File: src/rtl/dual_down_counter_if.sv
// rtl/dual_down_counter_if.sv - control/status bundle for the dual down-counter
interface dual_down_counter_if #(
    parameter int WIDTH = 64
);
    logic             En;
    logic             Slt;
    logic             Load;
    logic [WIDTH-1:0] LoadVal;
    logic             AutoReload;
    logic [WIDTH-1:0] Output0;
    logic [WIDTH-1:0] Output1;
    logic             Zero0;
    logic             Zero1;
    logic             Done0;
    logic             Done1;

    modport master (
        output En, Slt, Load, LoadVal, AutoReload,
        input  Output0, Output1, Zero0, Zero1, Done0, Done1
    );

    modport slave (
        input  En, Slt, Load, LoadVal, AutoReload,
        output Output0, Output1, Zero0, Zero1, Done0, Done1
    );
endinterface

File: src/rtl/dual_down_counter.sv
// rtl/dual_down_counter.sv - two-channel countdown timer with prescaled channel 1
module dual_down_counter #(
    parameter int WIDTH    = 64,
    parameter int PRESCALE = 4
) (
    input  logic                 Clk,
    input  logic                 Reset,
    dual_down_counter_if.slave   bus
);
    localparam int              PS_W    = $clog2(PRESCALE);
    localparam logic [PS_W-1:0] PS_LAST = PS_W'(PRESCALE - 1);
    localparam logic [WIDTH-1:0] ONE    = WIDTH'(1);

    logic [WIDTH-1:0] cnt0, cnt1;
    logic [WIDTH-1:0] reload0, reload1;
    logic [PS_W-1:0]  psc;
    logic             done0, done1;
    logic             psc_last;

    // A count event at zero either reloads or holds; it never wraps.
    function automatic logic [WIDTH-1:0] next_count(input logic [WIDTH-1:0] cnt,
                                                    input logic [WIDTH-1:0] reload,
                                                    input logic             auto_reload);
        if (cnt != '0)
            return cnt - ONE;
        else if (auto_reload)
            return reload;
        else
            return cnt;
    endfunction

    assign psc_last = (psc == PS_LAST);

    always_ff @(posedge Clk or negedge Reset) begin
        if (!Reset) begin
            cnt0    <= '0;
            cnt1    <= '0;
            reload0 <= '0;
            reload1 <= '0;
            psc     <= '0;
            done0   <= 1'b0;
            done1   <= 1'b0;
        end else begin
            done0 <= 1'b0;
            done1 <= 1'b0;
            if (bus.Load) begin
                if (!bus.Slt) begin
                    cnt0    <= bus.LoadVal;
                    reload0 <= bus.LoadVal;
                end else begin
                    cnt1    <= bus.LoadVal;
                    reload1 <= bus.LoadVal;
                    psc     <= '0;
                end
            end else if (bus.En) begin
                if (!bus.Slt) begin
                    cnt0  <= next_count(cnt0, reload0, bus.AutoReload);
                    done0 <= (cnt0 == ONE);
                end else begin
                    // Prescaler keeps running even while channel 1 sits at zero.
                    psc <= psc_last ? '0 : psc + PS_W'(1);
                    if (psc_last) begin
                        cnt1  <= next_count(cnt1, reload1, bus.AutoReload);
                        done1 <= (cnt1 == ONE);
                    end
                end
            end
        end
    end

    assign bus.Output0 = cnt0;
    assign bus.Output1 = cnt1;
    assign bus.Zero0   = (cnt0 == '0);
    assign bus.Zero1   = (cnt1 == '0);
    assign bus.Done0   = done0;
    assign bus.Done1   = done1;
endmodule

File: src/flat_wrapper.sv
// flat-port wrapper written by rule: the top's interface ports become plain ports
module dual_down_counter_flat 
#(
    parameter int WIDTH    = 64,
    parameter int PRESCALE = 4
)
  (Clk, Reset, bus_En, bus_Slt, bus_Load, bus_LoadVal, bus_AutoReload, bus_Output0, bus_Output1, bus_Zero0, bus_Zero1, bus_Done0, bus_Done1);
  dual_down_counter_if #(.WIDTH(WIDTH)) bus_i ();
  input  logic Clk;
  input  logic Reset;
  input wire logic [$bits(bus_i.En)-1:0] bus_En;
  input wire logic [$bits(bus_i.Slt)-1:0] bus_Slt;
  input wire logic [$bits(bus_i.Load)-1:0] bus_Load;
  input wire logic [$bits(bus_i.LoadVal)-1:0] bus_LoadVal;
  input wire logic [$bits(bus_i.AutoReload)-1:0] bus_AutoReload;
  output wire logic [$bits(bus_i.Output0)-1:0] bus_Output0;
  output wire logic [$bits(bus_i.Output1)-1:0] bus_Output1;
  output wire logic [$bits(bus_i.Zero0)-1:0] bus_Zero0;
  output wire logic [$bits(bus_i.Zero1)-1:0] bus_Zero1;
  output wire logic [$bits(bus_i.Done0)-1:0] bus_Done0;
  output wire logic [$bits(bus_i.Done1)-1:0] bus_Done1;
  assign bus_i.En = bus_En;
  assign bus_i.Slt = bus_Slt;
  assign bus_i.Load = bus_Load;
  assign bus_i.LoadVal = bus_LoadVal;
  assign bus_i.AutoReload = bus_AutoReload;
  assign bus_Output0 = bus_i.Output0;
  assign bus_Output1 = bus_i.Output1;
  assign bus_Zero0 = bus_i.Zero0;
  assign bus_Zero1 = bus_i.Zero1;
  assign bus_Done0 = bus_i.Done0;
  assign bus_Done1 = bus_i.Done1;
  dual_down_counter #(.WIDTH(WIDTH), .PRESCALE(PRESCALE)) u_core (.Clk(Clk), .Reset(Reset), .bus(bus_i));
endmodule
File: config.mk
export PLATFORM = sky130hd
export DESIGN_NAME = dual_down_counter_flat
export DESIGN_NICKNAME = d
export VERILOG_FILES = /design/src/rtl/dual_down_counter_if.sv /design/src/rtl/dual_down_counter.sv /design/src/flat_wrapper.sv
export SDC_FILE = /design/constraint.sdc
export NUM_CORES = 1
export LEC_CHECK = 0
export ABC_AREA = 1
export BUFFER_PORTS_ARGS = -buffer_cell sky130_fd_sc_hd__buf_2
export CAP_MARGIN = 30
export CORE_MARGIN = 5
export CORE_UTILIZATION = 50
export DETAILED_ROUTE_END_ITERATION = 12
export PLACE_DENSITY = 0.7
export SLEW_MARGIN = 40
export SYNTH_ARGS = -nofsm -noshare
export SYNTH_HDL_FRONTEND = slang
export SYNTH_SLANG_ARGS = --single-unit
File: constraint.sdc
create_clock -name Clk -period 3.9 [get_ports Clk]
set_input_delay 0.39 -clock Clk [delete_from_list [all_inputs] [get_ports Clk]]
set_output_delay 0.39 -clock Clk [all_outputs]
set_load 0.01 [all_outputs]
# Word level (Yosys, flattened, before mapping)
# Index checks and enable logic that the tools add are counted.
dict set report classes {
  addsub 3
  eq_ne 3
  n_mux 25
  n_bitwise 1
  n_reduce_logical 13
}
# op n
set op_table {}
lappend op_table {{$mux 64} 13}
lappend op_table {{$eq 64x1->1 const B} 2}
lappend op_table {{$logic_not 64->1} 2}
lappend op_table {{$reduce_bool 64->1} 2}
lappend op_table {{$sub 64x1->64 const B} 2}
lappend op_table {{$mux 2} 5}
lappend op_table {{$mux 1} 7}
lappend op_table {{$reduce_and 2->1} 3}
lappend op_table {{$reduce_bool 3->1} 2}
lappend op_table {{$reduce_and 4->1} 1}
lappend op_table {{$reduce_bool 2->1} 2}
lappend op_table {{$reduce_and 3->1} 1}
lappend op_table {{$add 2x1->2 const B} 1}
lappend op_table {{$eq 2x2->1 const B} 1}
lappend op_table {{$not 1->1} 1}
dict set report word_totals {
  reg_bits 260
  input_bits 70
  output_inout_bits 132
}

# Longest topological paths before layout
# Gate-level depths: netlist of run 1.
dict set report logic_depth {
  word_depth 6
  depth_mapped 13
  mapped_depth_nobuf 12
}

# Worst setup path before layout of run 1
# Ideal clock, no wire load.
dict set report synth_path {
  path_type {register to output}
  from {reg u_core.cnt0[0], in the netlist u_core.bus.Output0[0]}
  to {out bus_Zero0}
  t_arrival_ps 1722
  t_required_ps 3510
  setup_slack_ps 1788
  path_stages_with_launch 10
  n_path_buf 1
  cell_sequence {dfrtp_1 -> inv_1 -> ha_1 -> nand2_2 -> nor2_8 -> nand2_4 -> nor2_8 -> nand2_2 -> inv_2 -> buf_4}
}
dict set report synth_between {
  elab_chain_len 1
}
# item line_no
set synth_rtl {}
lappend synth_rtl {{start: declaration} dual_down_counter.sv:14} ;# logic [WIDTH-1:0] cnt0, cnt1;
lappend synth_rtl {{start signal: assignment} dual_down_counter.sv:48} ;# cnt0 <= bus.LoadVal;
lappend synth_rtl {{start signal: assignment} dual_down_counter.sv:57} ;# cnt0 <= next_count(cnt0, reload0, bus.AutoReload);
lappend synth_rtl {{$logic_not 64->1} dual_down_counter.sv:73} ;# assign bus.Zero0 = (cnt0 == '0);
lappend synth_rtl {{end: declaration} flat_wrapper.sv:18} ;# output wire logic [$bits(bus_i.Zero0)-1:0] bus_Zero0;
# No other way between the ends.

# Final worst setup path of run 1
# Same ends and word-level chain as after synthesis.

==> flow_summary.ini, run 1 <==
[sta]
tightest_slew_ps = 817
setup_viol = 0
fin_ws_ps = 305
final-max-slew-violation-count = 0
fmax_mhz = 278
post-route-min-period_ps = 3600
setup-tns-final_ps = 0
timing_hold_violations_final = 0
post-route-period-util = 0.922
rsz0062_at_grt = no
final.setup_skew_ps = 31.4
relSlewSlack = 0.455

[power_and_ir_drop]
leakagePower_uw = 0.00982
power.density_nw_per_um2 = 450
ir_drop_uv = 389

[setup_path]
critPathMaxStageDelay_ps = 490
timing.rr.start = u_core.bus.Output1[0]$_DFFE_PN0P_
reg2reg_slack_ps = 940
path_max_fanout = 37
critPathKind = flop to output port
critPathLaunch = u_core.bus.Output0[0]$_DFFE_PN0P_
crit_path_top_delay_cell = nor2_8
worstPathRequired_ps = 3510
worstReg2RegEnd = u_core.bus.Output1[55]$_DFFE_PN0P_
worstPathCellList = inv_1 -> ha_1 -> nand2_2 -> nor2_8 -> nand2_4 -> nor2_8 -> nand2_2 -> inv_2 -> buf_2
critPathCaptureType = output port
endpoint = bus_Zero0
crit_arrival_ps = 3210
rr_worst_depth = 12
crit_path_start_kind = flop

[clock_tree]
cts_root_buffer = clkbuf_16
cts_setup_buffers = 0
clk_path_buf_depth = 3
h-tree-depth = 1
cts.sinks = 260
cts_tree = built
clk_latency_ps = 600
cts_made_buffers = 30
post_cts_resized = 0
clkTransAtPathRegs_ps = 70

[final_layout]
fillers = 3354
stdcell_area_sq_um = 19500
syn2layout_area_growth_pct = 13.9
multiInputGateArea_sq_um = 8870
num_antenna_cells = 0
drive_above_1_share = 0.106
ff_latch_area_sq_um = 6510
nets = 2939

[routing]
vias = 18500
drc_errors = 0
wirelength_microns = 67700
drt-vias-per-instance = 5.53
wl_per_cell_microns = 20.3
drtIter0Drc = 1831
ant_nets = 0
first_pass_iters = 6

[grt]
grt_pass1_vias = 17500
grt-ovfl-total = 0
antenna_found_initial = 0
grt_max_degree = 129
grt_pass1_wl_microns = 101000
grt_usage = 0.343

[yosys]
seq_area_frac_synth = 0.381
synth_edf_count = 0
syn_nets = 2783
synth_top_flop_cell = dfrtp_1
netlist_area_sq_um = 17100
ys_types = 33
ys_warn_count = 0
synth.avg_cell_area_sq_um = 6.31
syn_inst = 2708
async_reset_ff_frac = 1.00
ys_ff_latch = 260

[die]
core.rowCount = 67
core_sq_um = 33600
dieWidth_microns = 195
num_io_pins = 202
start_util = 0.508
dieArea_sq_um = 38000
die_h_microns = 195

[hold_path]
hold_class = input pin to flop

[placement]
placed_cell_area_sq_um = 18400
dp_slack_ps = 967
io_buffers = 201
gp_congestion = 0.988
dp_hpwl_microns = 52100

[status]
outcome = finished, final reports clean

[job]
maxCapViolCount = 0
placed cells by master (no fill, tap or decap), types with 8 or more instances in the layout:
cell / count
xor2_1: 12
nand3b_1: 82
clkbuf_16: 30
nand4_1: 12
inv_1: 323
o21bai_1: 8
buf_2: 200
buf_4: 16
clkinv_2: 9
dfrtp_1: 260
a21oi_1: 102
nand3_1: 191
o21ai_0: 167
nand2_1: 848
nor2_1: 549
layout make-up:
type | instances | share of cell area
multi-input cells | 2022 | 0.456
flip-flops and latches | 260 | 0.334
repair buffers | 223 | 0.0639
inverters | 327 | 0.0631
clock buffers | 39 | 0.0424
well taps | 448 | 0.0288
clock inverters | 17 | 0.0119
worst max-delay path: cells and delay by family, from the launching register on:
family / cells / cell delay [ps]
simple gates: 5 / 1090
buf+inv: 3 / 830
flops: 1 / 430
fa+ha+maj: 1 / 240
sequential cells by signal (all words and copies together) (netlist names):
name                count
u_core.bus.Output0     64
u_core.bus.Output1     64
u_core.reload0         64
u_core.reload1         64
u_core.psc              2
u_core.bus.Done0        1
u_core.bus.Done1        1
stage by stage:
stage                     hold WS (ps)  cells  power (uW)  utilization
final                             82.2   3336        8760        0.579
after global routing              98.2   3336        9170        0.579
after detailed placement           459   3278        5700        0.547
after floorplan                   94.4   2708        4790            -
after global placement             458   3278        5660        0.546
after CTS                         66.6   3335        8760        0.578
how the worst min path moves through the flow:
stage	cells past startpoint	slack [ps]	endpoint	start
finish	3	80	u_core.reload1[0]$_DFFE_PN0P_	bus_LoadVal[0]
global route	3	100	u_core.reload0[3]$_DFFE_PN0P_	bus_LoadVal[3]
CTS	3	70	u_core.reload1[0]$_DFFE_PN0P_	bus_LoadVal[0]
detailed placement	1	460	u_core.bus.Output0[57]$_DFFE_PN0P_	Reset
global placement	1	460	u_core.bus.Output0[57]$_DFFE_PN0P_	Reset
floorplan	0	90	u_core.bus.Done0$_DFF_PN0_	Reset
synthesized netlist by cell type, types with 10 or more instances:
| cell type | count | share of area |
|---|---|---|
| nor2_1 | 549 | 0.12 |
| buf_2 | 26 | 0.0076 |
| inv_1 | 323 | 0.071 |
| xor2_1 | 12 | 0.0061 |
| nand3_1 | 191 | 0.056 |
| clkbuf_1 | 46 | 0.010 |
| o21ai_0 | 167 | 0.049 |
| nand2_1 | 850 | 0.19 |
| dfrtp_1 | 260 | 0.38 |
| buf_1 | 10 | 0.0022 |
| a21oi_1 | 102 | 0.030 |
| buf_6 | 11 | 0.0072 |
| nand3b_1 | 82 | 0.036 |
| nand4_1 | 12 | 0.0044 |
power breakdown:
group | total (uW) | internal, uW | switching, uW
Combinational | 2000 | 731 | 1270
Clock | 3080 | 1820 | 1260
Sequential | 3680 | 3110 | 564
metal layers:
layer	up-vias	wire length [microns]	global-route usage
met5	-	0	0
met4	0	3450	0.148
met3	166	5430	0.0490
met2	870	31200	0.558
met1	8704	27500	0.457
li1	8720	-	-
cells by family after synthesis:
logic type / after synthesis / synth area share
AOI/OAI and AO/OA: 285 / 0.0849
xor gates and xnor gates: 16 / 0.00820
adders and majority gates: 5 / 0.00366
buffers and inverters: 426 / 0.102
DFF: 260 / 0.381
and+or+nand+nor: 1716 / 0.421
timing repair:
| item | 4_1_cts | 5_1_grt |
|---|---|---|
| hold buffers | 1 | 0 |
| endpoints found under the setup margin | 0 | 0 |
| hold endpoints to repair | 87 | 0 |
Power figures use the tool's default switching activity.
==> run 2: changes to the inputs <==
- clock period: 3.9 -> 4.3 ns (I/O delays scaled with it)
==> run 2 against run 1 <==
  * Worst hold slack better by 49 ps
  * Highest routed layer unchanged
  * Clock-buffer cell count increased by 2
  * Design area shrank 0.37%
  * Core utilization down 0.21 points
  * Clock power is 16% lower
  * Global-route usage is 0.34 points higher
  * Register-to-register slack better by 190 ps
  * Setup slack better by 97 ps
  * Die area is the same
==> flow_summary.ini, run 2 (same netlist as run 1, synthesis figures left out) <==
[status]
outcome = finished, final reports clean

[job]
maxCapViolCount = 0

[sta]
final-max-slew-violation-count = 0
final.setup_skew_ps = 22.8
post-route-period-util = 0.907
relSlewSlack = 0.391
timing_hold_violations_final = 0
setup-tns-final_ps = 0
fmax_mhz = 257
hold_slack_ps = 131
post-route-min-period_ps = 3900
rsz0062_at_grt = no
setup_viol = 0
tightest_slew_ps = 907

[clock_tree]
clk_path_buf_depth = 3
h-tree-depth = 1
cts_tree = built
clkTransAtPathRegs_ps = 60
cts_made_buffers = 31
cts_setup_buffers = 0
clk_latency_ps = 590
post_cts_resized = 0
cts_root_buffer = clkbuf_16
cts.sinks = 260
hold_buffers = 1

[setup_path]
rr_worst_depth = 12
critPathLaunch = u_core.bus.Output1[0]$_DFFE_PN0P_
critPathKind = flop to output port
crit_arrival_ps = 3470
timing.rr.start = u_core.bus.Output1[0]$_DFFE_PN0P_
critPathCaptureType = output port
crit_path_start_kind = flop
worstReg2RegEnd = u_core.bus.Output1[23]$_DFFE_PN0P_
reg2reg_slack_ps = 1130
path_max_fanout = 35
worstPathRequired_ps = 3870

[grt]
grt_pass1_wl_microns = 102000
grt_usage = 0.346
grt_pass1_vias = 17700
antenna_found_initial = 0
grt_max_degree = 129
grt-ovfl-total = 0

[routing]
drtIter0Drc = 1694
drc_errors = 0
drt-vias-per-instance = 5.56
first_pass_iters = 6
wirelength_microns = 68300
vias = 18500
wl_per_cell_microns = 20.5
ant_nets = 0

[final_layout]
drive_above_1_share = 0.105
syn2layout_area_growth_pct = 13.5
fillers = 3392
num_antenna_cells = 0
mostFrequentLayoutCells = nand2_1 (848), nor2_1 (549), inv_1 (322)
mostFrequentLayoutCell = nand2_1
nets = 2942

[power_and_ir_drop]
power.density_nw_per_um2 = 402
leakagePower_uw = 0.00979
ir_drop_uv = 318

[die]
core_sq_um = 33600
die_h_microns = 195
core.rowCount = 67
num_io_pins = 202
dieArea_sq_um = 38000
start_util = 0.508
dieWidth_microns = 195

[hold_path]
hp-start = bus_LoadVal[0]
hold_class = input pin to flop
hold_path_end = u_core.reload1[0]$_DFFE_PN0P_
whs_path_depth = 3

[placement]
gp_congestion = 1.01
io_buffers = 201
dp_hpwl_microns = 52500
run 2: stage by stage:
| step | cells | total power [uW] | setup slack [ps] | cell area, sq um | utilization |
|---|---|---|---|---|---|
| 6_report | 3332 | 7790 | 402 | 19400 | 0.577 |
| 2_1_floorplan | 2708 | 4340 | 2150 | 17100 | - |
| 5_1_grt | 3332 | 8160 | 301 | 19400 | 0.577 |
| 3_5_place_dp | 3280 | 5190 | 1280 | 18400 | 0.547 |
| 4_1_cts | 3331 | 7790 | 651 | 19400 | 0.576 |
| 3_3_place_gp | 3279 | 5150 | 1280 | 18300 | 0.546 |
run 2: power breakdown:
| part | internal [uW] | leakage, uW | switching [uW] |
|---|---|---|---|
| sequential | 2820 | 0.00309 | 533 |
| clock | 1530 | 0.000487 | 1080 |
| combinational | 663 | 0.00621 | 1170 |
run 2: final cells by class:
class,instances,area (sq um),share of cell area
Timing Repair Buffer,225,1250,0.0643
Inverter,327,1230,0.0635
Tap cell,448,561,0.0289
Clock buffer,41,873,0.0450
Multi-Input combinational cell,2022,8870,0.457
Sequential cell,260,6510,0.335
Clock inverter,9,106,0.00548
run 2: worst max path at each step:
stage	to	slack, ps	cells after the start
3_5_place_dp	bus_Zero1	1280	10
3_3_place_gp	bus_Zero1	1280	9
4_1_cts	bus_Zero1	650	10
5_1_grt	bus_Zero1	300	10
6_report	bus_Zero1	400	10
2_1_floorplan	bus_Zero0	2150	9
run 2: worst max-delay path, stage by stage (launching register included):
cell,delay [ps]
dfrtp_1,410
inv_1,80
ha_1,250
nand2_2,150
nor2_4,70
nand2_1,150
nor2_4,60
nand2_1,60
buf_4,380
clkinv_1,840
buf_2,410
run 2: per-layer routing:
| metal | vias to the layer above | global-route usage | part of all wire |
|---|---|---|---|
| met3 | 165 | 0.0461 | 0.078 |
| met2 | 880 | 0.561 | 0.46 |
| met1 | 8764 | 0.464 | 0.40 |
| met4 | 0 | 0.155 | 0.055 |
| li1 | 8709 | - | - |
| met5 | - | 0 | 0 |
